File: src/rtl/hazard_ctrl_pkg.sv
// Shared decode constants, forwarding encodings and the pipeline-entry record
// used by the hazard/forwarding controller.
package hazard_ctrl_pkg;

  localparam logic [5:0] OP_SPECIAL = 6'h00;
  localparam logic [5:0] OP_JAL     = 6'h03;
  localparam logic [5:0] OP_BEQ     = 6'h04;
  localparam logic [5:0] OP_ORI     = 6'h0d;
  localparam logic [5:0] OP_LUI     = 6'h0f;
  localparam logic [5:0] OP_LW      = 6'h23;
  localparam logic [5:0] OP_SW      = 6'h2b;

  localparam logic [5:0] FN_JR    = 6'h08;
  localparam logic [5:0] FN_MFHI  = 6'h10;
  localparam logic [5:0] FN_MTHI  = 6'h11;
  localparam logic [5:0] FN_MFLO  = 6'h12;
  localparam logic [5:0] FN_MTLO  = 6'h13;
  localparam logic [5:0] FN_MULT  = 6'h18;
  localparam logic [5:0] FN_MULTU = 6'h19;
  localparam logic [5:0] FN_DIV   = 6'h1a;
  localparam logic [5:0] FN_DIVU  = 6'h1b;
  localparam logic [5:0] FN_ADD   = 6'h20;
  localparam logic [5:0] FN_ADDU  = 6'h21;
  localparam logic [5:0] FN_SUB   = 6'h22;
  localparam logic [5:0] FN_SUBU  = 6'h23;

  localparam logic [1:0] TUSE_0    = 2'd0;
  localparam logic [1:0] TUSE_1    = 2'd1;
  localparam logic [1:0] TUSE_2    = 2'd2;
  localparam logic [1:0] TUSE_NONE = 2'd3;

  localparam logic [1:0] TNEW_0 = 2'd0;
  localparam logic [1:0] TNEW_1 = 2'd1;
  localparam logic [1:0] TNEW_2 = 2'd2;

  localparam logic [1:0] FWD_D_GRF  = 2'd0;
  localparam logic [1:0] FWD_D_E    = 2'd1;
  localparam logic [1:0] FWD_D_M    = 2'd2;
  localparam logic [1:0] FWD_E_PIPE = 2'd0;
  localparam logic [1:0] FWD_E_M    = 2'd1;
  localparam logic [1:0] FWD_E_W    = 2'd2;

  typedef enum logic [3:0] {
    CLS_NOP, CLS_CAL_R, CLS_CAL_I, CLS_LOAD, CLS_STORE, CLS_BEQ,
    CLS_JR, CLS_JAL, CLS_MULT, CLS_DIV, CLS_MF, CLS_MT
  } instr_class_e;

  typedef struct packed {
    logic [4:0] rs;
    logic [4:0] rt;
    logic [4:0] wa;
    logic [1:0] tnew;
    logic       is_md;
    logic       is_mult;
  } stage_t;

  localparam stage_t STAGE_BUBBLE = '{rs: '0, rt: '0, wa: '0, tnew: TNEW_0,
                                      is_md: 1'b0, is_mult: 1'b0};

  function automatic logic src_used(logic [1:0] tuse);
    return tuse != TUSE_NONE;
  endfunction

  function automatic logic wa_match(logic [4:0] src, stage_t s);
    return (src != '0) && (src == s.wa);
  endfunction

  function automatic logic not_ready(logic [4:0] src, logic [1:0] tuse, stage_t s);
    return src_used(tuse) && wa_match(src, s) && (tuse < s.tnew);
  endfunction

  function automatic logic fwd_ready(logic [4:0] src, stage_t s);
    return wa_match(src, s) && (s.tnew == TNEW_0);
  endfunction

  function automatic stage_t stage_age(stage_t s);
    stage_t r;
    r = s;
    if (r.tnew != TNEW_0) r.tnew = r.tnew - 2'd1;
    return r;
  endfunction

endpackage

File: src/rtl/hazard_ctrl_unit_if.sv
// D-stage instruction in, stall/forward selects and mult/div busy out.
// master = pipeline side, slave = hazard controller.
interface hazard_ctrl_unit_if;
  logic [31:0] instr_d;
  logic        stall;
  logic [1:0]  fwd_rs_d;
  logic [1:0]  fwd_rt_d;
  logic [1:0]  fwd_rs_e;
  logic [1:0]  fwd_rt_e;
  logic        fwd_rt_m;
  logic        md_busy;

  modport master (
    output instr_d,
    input  stall, fwd_rs_d, fwd_rt_d, fwd_rs_e, fwd_rt_e, fwd_rt_m, md_busy
  );

  modport slave (
    input  instr_d,
    output stall, fwd_rs_d, fwd_rt_d, fwd_rs_e, fwd_rt_e, fwd_rt_m, md_busy
  );
endinterface

File: src/rtl/hazard_ctrl_unit_instr_classify.sv
// Combinational decode of the D-stage instruction into class, used sources,
// destination and Tuse/Tnew. Unused source fields are reported as $0.
module instr_classify
  import hazard_ctrl_pkg::*;
(
  input  logic [31:0]  instr,
  output instr_class_e cls,
  output logic [4:0]   rs,
  output logic [4:0]   rt,
  output logic [4:0]   wa,
  output logic [1:0]   tuse_rs,
  output logic [1:0]   tuse_rt,
  output logic [1:0]   tnew
);

  logic [5:0] op;
  logic [5:0] funct;
  logic [4:0] f_rs;
  logic [4:0] f_rt;
  logic [4:0] f_rd;
  logic       unused_shamt;

  assign op           = instr[31:26];
  assign f_rs         = instr[25:21];
  assign f_rt         = instr[20:16];
  assign f_rd         = instr[15:11];
  assign funct        = instr[5:0];
  assign unused_shamt = ^instr[10:6];

  always_comb begin
    cls     = CLS_NOP;
    tuse_rs = TUSE_NONE;
    tuse_rt = TUSE_NONE;
    wa      = '0;
    tnew    = TNEW_0;
    case (op)
      OP_SPECIAL: begin
        case (funct)
          FN_ADDU, FN_SUBU, FN_ADD, FN_SUB: begin
            cls = CLS_CAL_R; tuse_rs = TUSE_1; tuse_rt = TUSE_1; wa = f_rd; tnew = TNEW_1;
          end
          FN_JR: begin
            cls = CLS_JR; tuse_rs = TUSE_0;
          end
          FN_MULT, FN_MULTU: begin
            cls = CLS_MULT; tuse_rs = TUSE_1; tuse_rt = TUSE_1;
          end
          FN_DIV, FN_DIVU: begin
            cls = CLS_DIV; tuse_rs = TUSE_1; tuse_rt = TUSE_1;
          end
          FN_MFHI, FN_MFLO: begin
            cls = CLS_MF; wa = f_rd; tnew = TNEW_1;
          end
          FN_MTHI, FN_MTLO: begin
            cls = CLS_MT; tuse_rs = TUSE_1;
          end
          default: cls = CLS_NOP;
        endcase
      end
      OP_ORI, OP_LUI: begin
        cls = CLS_CAL_I; tuse_rs = TUSE_1; wa = f_rt; tnew = TNEW_1;
      end
      OP_LW: begin
        cls = CLS_LOAD; tuse_rs = TUSE_1; wa = f_rt; tnew = TNEW_2;
      end
      OP_SW: begin
        cls = CLS_STORE; tuse_rs = TUSE_1; tuse_rt = TUSE_2;
      end
      OP_BEQ: begin
        cls = CLS_BEQ; tuse_rs = TUSE_0; tuse_rt = TUSE_0;
      end
      OP_JAL: begin
        cls = CLS_JAL; wa = 5'd31; tnew = TNEW_0;
      end
      default: cls = CLS_NOP;
    endcase
  end

  assign rs = src_used(tuse_rs) ? f_rs : '0;
  assign rt = src_used(tuse_rt) ? f_rt : '0;

endmodule

File: src/rtl/hazard_ctrl_unit.sv
// Hazard/forwarding controller for the 5-stage pipeline: tracks D's destination
// through E/M/W, drives stall and forward selects, models the mult/div busy window.
// Build option: FWD_PATHS_EN enables forwarding; undefined = stall-only interlock.
module hazard_ctrl_unit
  import hazard_ctrl_pkg::*;
#(
  parameter int unsigned MULT_CYC = 5,
  parameter int unsigned DIV_CYC  = 10,
  parameter int unsigned CNT_W    = 4
)(
  input  logic               clk,
  input  logic               reset,
  hazard_ctrl_unit_if.slave  hz
);

  instr_class_e cls;
  logic [4:0]   d_rs;
  logic [4:0]   d_rt;
  logic [4:0]   d_wa;
  logic [1:0]   d_tuse_rs;
  logic [1:0]   d_tuse_rt;
  logic [1:0]   d_tnew;

  stage_t       d_entry;
  stage_t       e_q;
  stage_t       m_q;
  stage_t       w_q;
  logic [CNT_W-1:0] md_cnt;
  logic         md_busy;
  logic         d_md_class;
  logic         md_stall;
  logic         hazard_stall;
  logic         stall;
  logic         unused_w;

  instr_classify u_classify (
    .instr   (hz.instr_d),
    .cls     (cls),
    .rs      (d_rs),
    .rt      (d_rt),
    .wa      (d_wa),
    .tuse_rs (d_tuse_rs),
    .tuse_rt (d_tuse_rt),
    .tnew    (d_tnew)
  );

  always_comb begin
    d_entry         = STAGE_BUBBLE;
    d_entry.rs      = d_rs;
    d_entry.rt      = d_rt;
    d_entry.wa      = d_wa;
    d_entry.tnew    = d_tnew;
    d_entry.is_md   = (cls == CLS_MULT) || (cls == CLS_DIV);
    d_entry.is_mult = (cls == CLS_MULT);
  end

  assign md_busy    = (md_cnt != '0);
  assign d_md_class = (cls == CLS_MULT) || (cls == CLS_DIV) ||
                      (cls == CLS_MF)   || (cls == CLS_MT);
  assign md_stall   = d_md_class && (md_busy || e_q.is_md);

  always_comb begin
    hazard_stall = 1'b0;
    hz.fwd_rs_d  = FWD_D_GRF;
    hz.fwd_rt_d  = FWD_D_GRF;
    hz.fwd_rs_e  = FWD_E_PIPE;
    hz.fwd_rt_e  = FWD_E_PIPE;
    hz.fwd_rt_m  = 1'b0;
`ifdef FWD_PATHS_EN
    hazard_stall = not_ready(d_rs, d_tuse_rs, e_q) || not_ready(d_rs, d_tuse_rs, m_q) ||
                   not_ready(d_rt, d_tuse_rt, e_q) || not_ready(d_rt, d_tuse_rt, m_q);
    // Youngest ready producer wins at each consumer point.
    if (fwd_ready(d_rs, e_q))      hz.fwd_rs_d = FWD_D_E;
    else if (fwd_ready(d_rs, m_q)) hz.fwd_rs_d = FWD_D_M;
    if (fwd_ready(d_rt, e_q))      hz.fwd_rt_d = FWD_D_E;
    else if (fwd_ready(d_rt, m_q)) hz.fwd_rt_d = FWD_D_M;
    if (fwd_ready(e_q.rs, m_q))      hz.fwd_rs_e = FWD_E_M;
    else if (fwd_ready(e_q.rs, w_q)) hz.fwd_rs_e = FWD_E_W;
    if (fwd_ready(e_q.rt, m_q))      hz.fwd_rt_e = FWD_E_M;
    else if (fwd_ready(e_q.rt, w_q)) hz.fwd_rt_e = FWD_E_W;
    hz.fwd_rt_m = fwd_ready(m_q.rt, w_q);
`else
    hazard_stall = (src_used(d_tuse_rs) &&
                    (wa_match(d_rs, e_q) || wa_match(d_rs, m_q) || wa_match(d_rs, w_q))) ||
                   (src_used(d_tuse_rt) &&
                    (wa_match(d_rt, e_q) || wa_match(d_rt, m_q) || wa_match(d_rt, w_q)));
`endif
  end

  assign stall      = hazard_stall || md_stall;
  assign hz.stall   = stall;
  assign hz.md_busy = md_busy;
  assign unused_w   = ^{w_q.rs, w_q.rt, w_q.tnew, w_q.is_md, w_q.is_mult};

  always_ff @(posedge clk) begin
    if (reset) begin
      e_q <= STAGE_BUBBLE;
      m_q <= STAGE_BUBBLE;
      w_q <= STAGE_BUBBLE;
    end else begin
      w_q <= stage_age(m_q);
      m_q <= stage_age(e_q);
      e_q <= stall ? STAGE_BUBBLE : d_entry;
    end
  end

  always_ff @(posedge clk) begin
    if (reset)
      md_cnt <= '0;
    else if (e_q.is_md)
      md_cnt <= e_q.is_mult ? CNT_W'(MULT_CYC) : CNT_W'(DIV_CYC);
    else if (md_cnt != '0)
      md_cnt <= md_cnt - 1'b1;
  end

endmodule

File: src/flat_wrapper.sv
// flat-port wrapper written by rule: the top's interface ports become plain ports
module hazard_ctrl_unit_flat import hazard_ctrl_pkg::*;
#(
  parameter int unsigned MULT_CYC = 5,
  parameter int unsigned DIV_CYC  = 10,
  parameter int unsigned CNT_W    = 4
)
  (clk, reset, hz_instr_d, hz_stall, hz_fwd_rs_d, hz_fwd_rt_d, hz_fwd_rs_e, hz_fwd_rt_e, hz_fwd_rt_m, hz_md_busy);
  hazard_ctrl_unit_if hz_i ();
  input  logic clk;
  input  logic reset;
  input wire logic [$bits(hz_i.instr_d)-1:0] hz_instr_d;
  output wire logic [$bits(hz_i.stall)-1:0] hz_stall;
  output wire logic [$bits(hz_i.fwd_rs_d)-1:0] hz_fwd_rs_d;
  output wire logic [$bits(hz_i.fwd_rt_d)-1:0] hz_fwd_rt_d;
  output wire logic [$bits(hz_i.fwd_rs_e)-1:0] hz_fwd_rs_e;
  output wire logic [$bits(hz_i.fwd_rt_e)-1:0] hz_fwd_rt_e;
  output wire logic [$bits(hz_i.fwd_rt_m)-1:0] hz_fwd_rt_m;
  output wire logic [$bits(hz_i.md_busy)-1:0] hz_md_busy;
  assign hz_i.instr_d = hz_instr_d;
  assign hz_stall = hz_i.stall;
  assign hz_fwd_rs_d = hz_i.fwd_rs_d;
  assign hz_fwd_rt_d = hz_i.fwd_rt_d;
  assign hz_fwd_rs_e = hz_i.fwd_rs_e;
  assign hz_fwd_rt_e = hz_i.fwd_rt_e;
  assign hz_fwd_rt_m = hz_i.fwd_rt_m;
  assign hz_md_busy = hz_i.md_busy;
  hazard_ctrl_unit #(.MULT_CYC(MULT_CYC), .DIV_CYC(DIV_CYC), .CNT_W(CNT_W)) u_core (.clk(clk), .reset(reset), .hz(hz_i));
endmodule
File: config.mk
export PLATFORM = sky130hd
export DESIGN_NAME = hazard_ctrl_unit_flat
export DESIGN_NICKNAME = d
export VERILOG_FILES = /design/src/rtl/hazard_ctrl_pkg.sv /design/src/rtl/hazard_ctrl_unit_if.sv /design/src/rtl/hazard_ctrl_unit_instr_classify.sv /design/src/rtl/hazard_ctrl_unit.sv /design/src/flat_wrapper.sv
export SDC_FILE = /design/constraint.sdc
export NUM_CORES = 1
export LEC_CHECK = 0
export BUFFER_PORTS_ARGS = -buffer_cell sky130_fd_sc_hd__buf_2
export CAP_MARGIN = 20
export CORE_MARGIN = 2
export CORE_UTILIZATION = 50
export CTS_CLUSTER_DIAMETER = 120
export DETAILED_ROUTE_END_ITERATION = 7
export PLACE_DENSITY = 0.83
export SYNTH_ARGS = -nofsm -noshare
export SYNTH_HDL_FRONTEND = slang
export SYNTH_HIERARCHICAL = 1
export SYNTH_SLANG_ARGS = --single-unit
File: constraint.sdc
create_clock -name clk -period 2.4 [get_ports clk]
set_input_delay 0.12 -clock clk [delete_from_list [all_inputs] [get_ports clk]]
set_output_delay 0.12 -clock clk [all_outputs]
set_load 0.01 [all_outputs]
==> results.cfg <==
[yosys]
synthesis.area_sq_mm = 0.00168
syn_inst = 194
yosysWarnings = 6
synth_area_per_cell_sq_um = 8.66

[timing]
rsz0062_at_grt = yes
final.min_clock_period_ns = 2.47
fmax_mhz = 405
fin_ws_ns = -0.0666
finalCritPeriodShare_pct = 103
skew_ns = 0.00637
hold_slack_ns = 0.194
setup_viol_count_final = 1
report.final.slew_viol_count = 0
hold_viol_final = 0

[cells_and_area]
fin_nets = 285
layout_commonest_cell = buf_4
nFillCells = 266
drive_gt1_share_pct = 35.5
stdcell_count = 294
multiInputGateArea_sq_mm = 0.00129
final_cell_mix = buf_4 (28), xor2_1 (23), buf_2 (22)
antenna_cells = 0
seqCellArea_sq_um = 420
area_growth_pct = 30.8

[routing]
dr_total_vias = 1563
ant_nets = 0
drc_errors = 0
routed_wl_mm = 4.01
firstDrtPassIters = 4
avgViaCountPerCell = 5.32
drtIter0Drc = 63
post_drt_wl_per_cell_um = 13.6

[critical_path]
cp-endpoint = hz_stall
cp.depth = 11
ff2ff_setup_slack_ns = 0.54
reg2regPathDepth = 7
critPathArrivalTime_ns = 2.35
end_kind = output pin
cp_top_family = simple AND/OR/NAND/NOR gates
cpMostUsedCell = or4_4
crit_chain = buf_8 > and3b_2 > o21ba_4 > o2bb2ai_4 > and2_4 > or4_4 > o21ai_4 > or4_4 > nand2b_4 > or3_1 > buf_2
startpoint = hz_instr_d[3]
crit_path_max_fanout = 5
critPathBufInv = 2
regToRegStartpoint = u_core/md_cnt[0]$_SDFFE_PP0P_
r2r_end = u_core/e_q[8]$_SDFF_PP0_
worstSetupPathType = in -> out
critPathLaunchType = input pin
critical_path_required_ns = 2.28
slowest_delay_ns = 0.54
crit_path_top_delay_cell = or4_4

[clocking]
htree_levels = 1
tritoncts = done
path_clk_slew_ns = 0.11
insertion_delay_ns = 0.30
clockBufferDepth = 2
cts_buffers = 3
clock-sinks = 21
cts_root_buffer = clkbuf_4

[run_status]
status = finished with violations
violations = negative setup slack

[floorplanning]
die-area_sq_mm = 0.00384
boundaryPins = 45
die_h_um = 62.0
die_w_um = 62.0
core_sq_mm = 0.00328
start_util_pct = 51.2
rows = 21

[grt]
grt_pass1_wl_mm = 6.43
grt_pass1_vias = 1553
grt_max_degree = 21
grt_use_total_pct = 22.3
antenna_found_initial = 0
overflow = 0

[placement]
port_buffers = 30
hpwl_mm = 3.14
place.gp.congestion = 0.951
placed_cells = 287

[pwr]
leakagePower_uw = 0.00107
vdd_drop_max_uv = 169
p_per_area_mw_per_mm2 = 436

[hold_path]
hp-class = in -> reg

[run]
max-cap-violations = 0
## layer usage
layer	wire, um	global-route usage, %	vias to the layer above
met5	0	0	-
met4	68	7.90	0
met3	154	2.48	8
met2	2200	42.9	47
met1	1590	25.0	726
li1	-	-	782
## registers in the layout (all words and copies together), names as in the netlist
register / cells
u_core/e_q: 7
u_core/m_q: 5
u_core/md_cnt: 4
u_core/w_q: 5
## layout make-up
class,instances,share of cell area (%)
multi-input combinational,164,58.9
sequential,21,19.1
timing repair buffer,55,17.5
tap,46,2.62
clock buffer,4,1.20
inverter,4,0.683
## per-stage QoR
step / power, uW / worst slack, ns / cell area (sq um) / utilization (%) / TNS, ns
2_1_floorplan: 685 / 0.201 / 1710 / - / 0
5_1_grt: 1040 / -0.116 / 2200 / 66.9 / -0.116
3_5_place_dp: 777 / -0.182 / 2000 / 60.9 / -0.638
6_report: 958 / -0.0666 / 2200 / 66.9 / -0.0666
3_3_place_gp: 769 / -0.136 / 2000 / 60.9 / -0.251
4_1_cts: 951 / -0.0831 / 2130 / 65.0 / -0.0831
## how the worst min path moves through the flow
stage	startpoint	endpoint	slack [ns]	depth (start not counted)
after floorplan	reset	u_core/e_q[1]$_SDFF_PP0_	0.30	2
final	reset	u_core/md_cnt[2]$_SDFFE_PP0P_	0.19	2
after CTS	reset	u_core/md_cnt[2]$_SDFFE_PP0P_	0.20	2
after global routing	reset	u_core/md_cnt[2]$_SDFFE_PP0P_	0.20	2
after global placement	reset	u_core/md_cnt[0]$_SDFFE_PP0P_	0.49	2
after detailed placement	u_core/m_q[4]$_SDFF_PP0_	u_core/w_q[4]$_SDFF_PP0_	0.50	1
## power breakdown
| group | leakage [uW] | internal, uW | switching, uW |
|---|---|---|---|
| registers | 0.000170 | 383 | 26.7 |
| logic | 0.000881 | 194 | 192 |
| clock network | 0.0000150 | 64.7 | 97.1 |
## repair_timing
| item | 4_1_cts | 5_1_grt |
|---|---|---|
| pin swaps | 13 | 13 |
| endpoints found under the setup margin | 1 | 1 |
| gates resized for setup | 25 | 15 |
| hold buffers | 0 | 0 |
| buffers inserted | 2 | 2 |
## worst register-to-register path: stages, from the launching register on
cell and delay (ns):
dfxtp_1 0.35, inv_1 0.08, ha_1 0.13, or3b_1 0.45, o21ba_1 0.23, nand2b_4 0.14
buf_4 0.15, nor4_1 0.24
No activity file was read; power rests on OpenSTA's default activity.
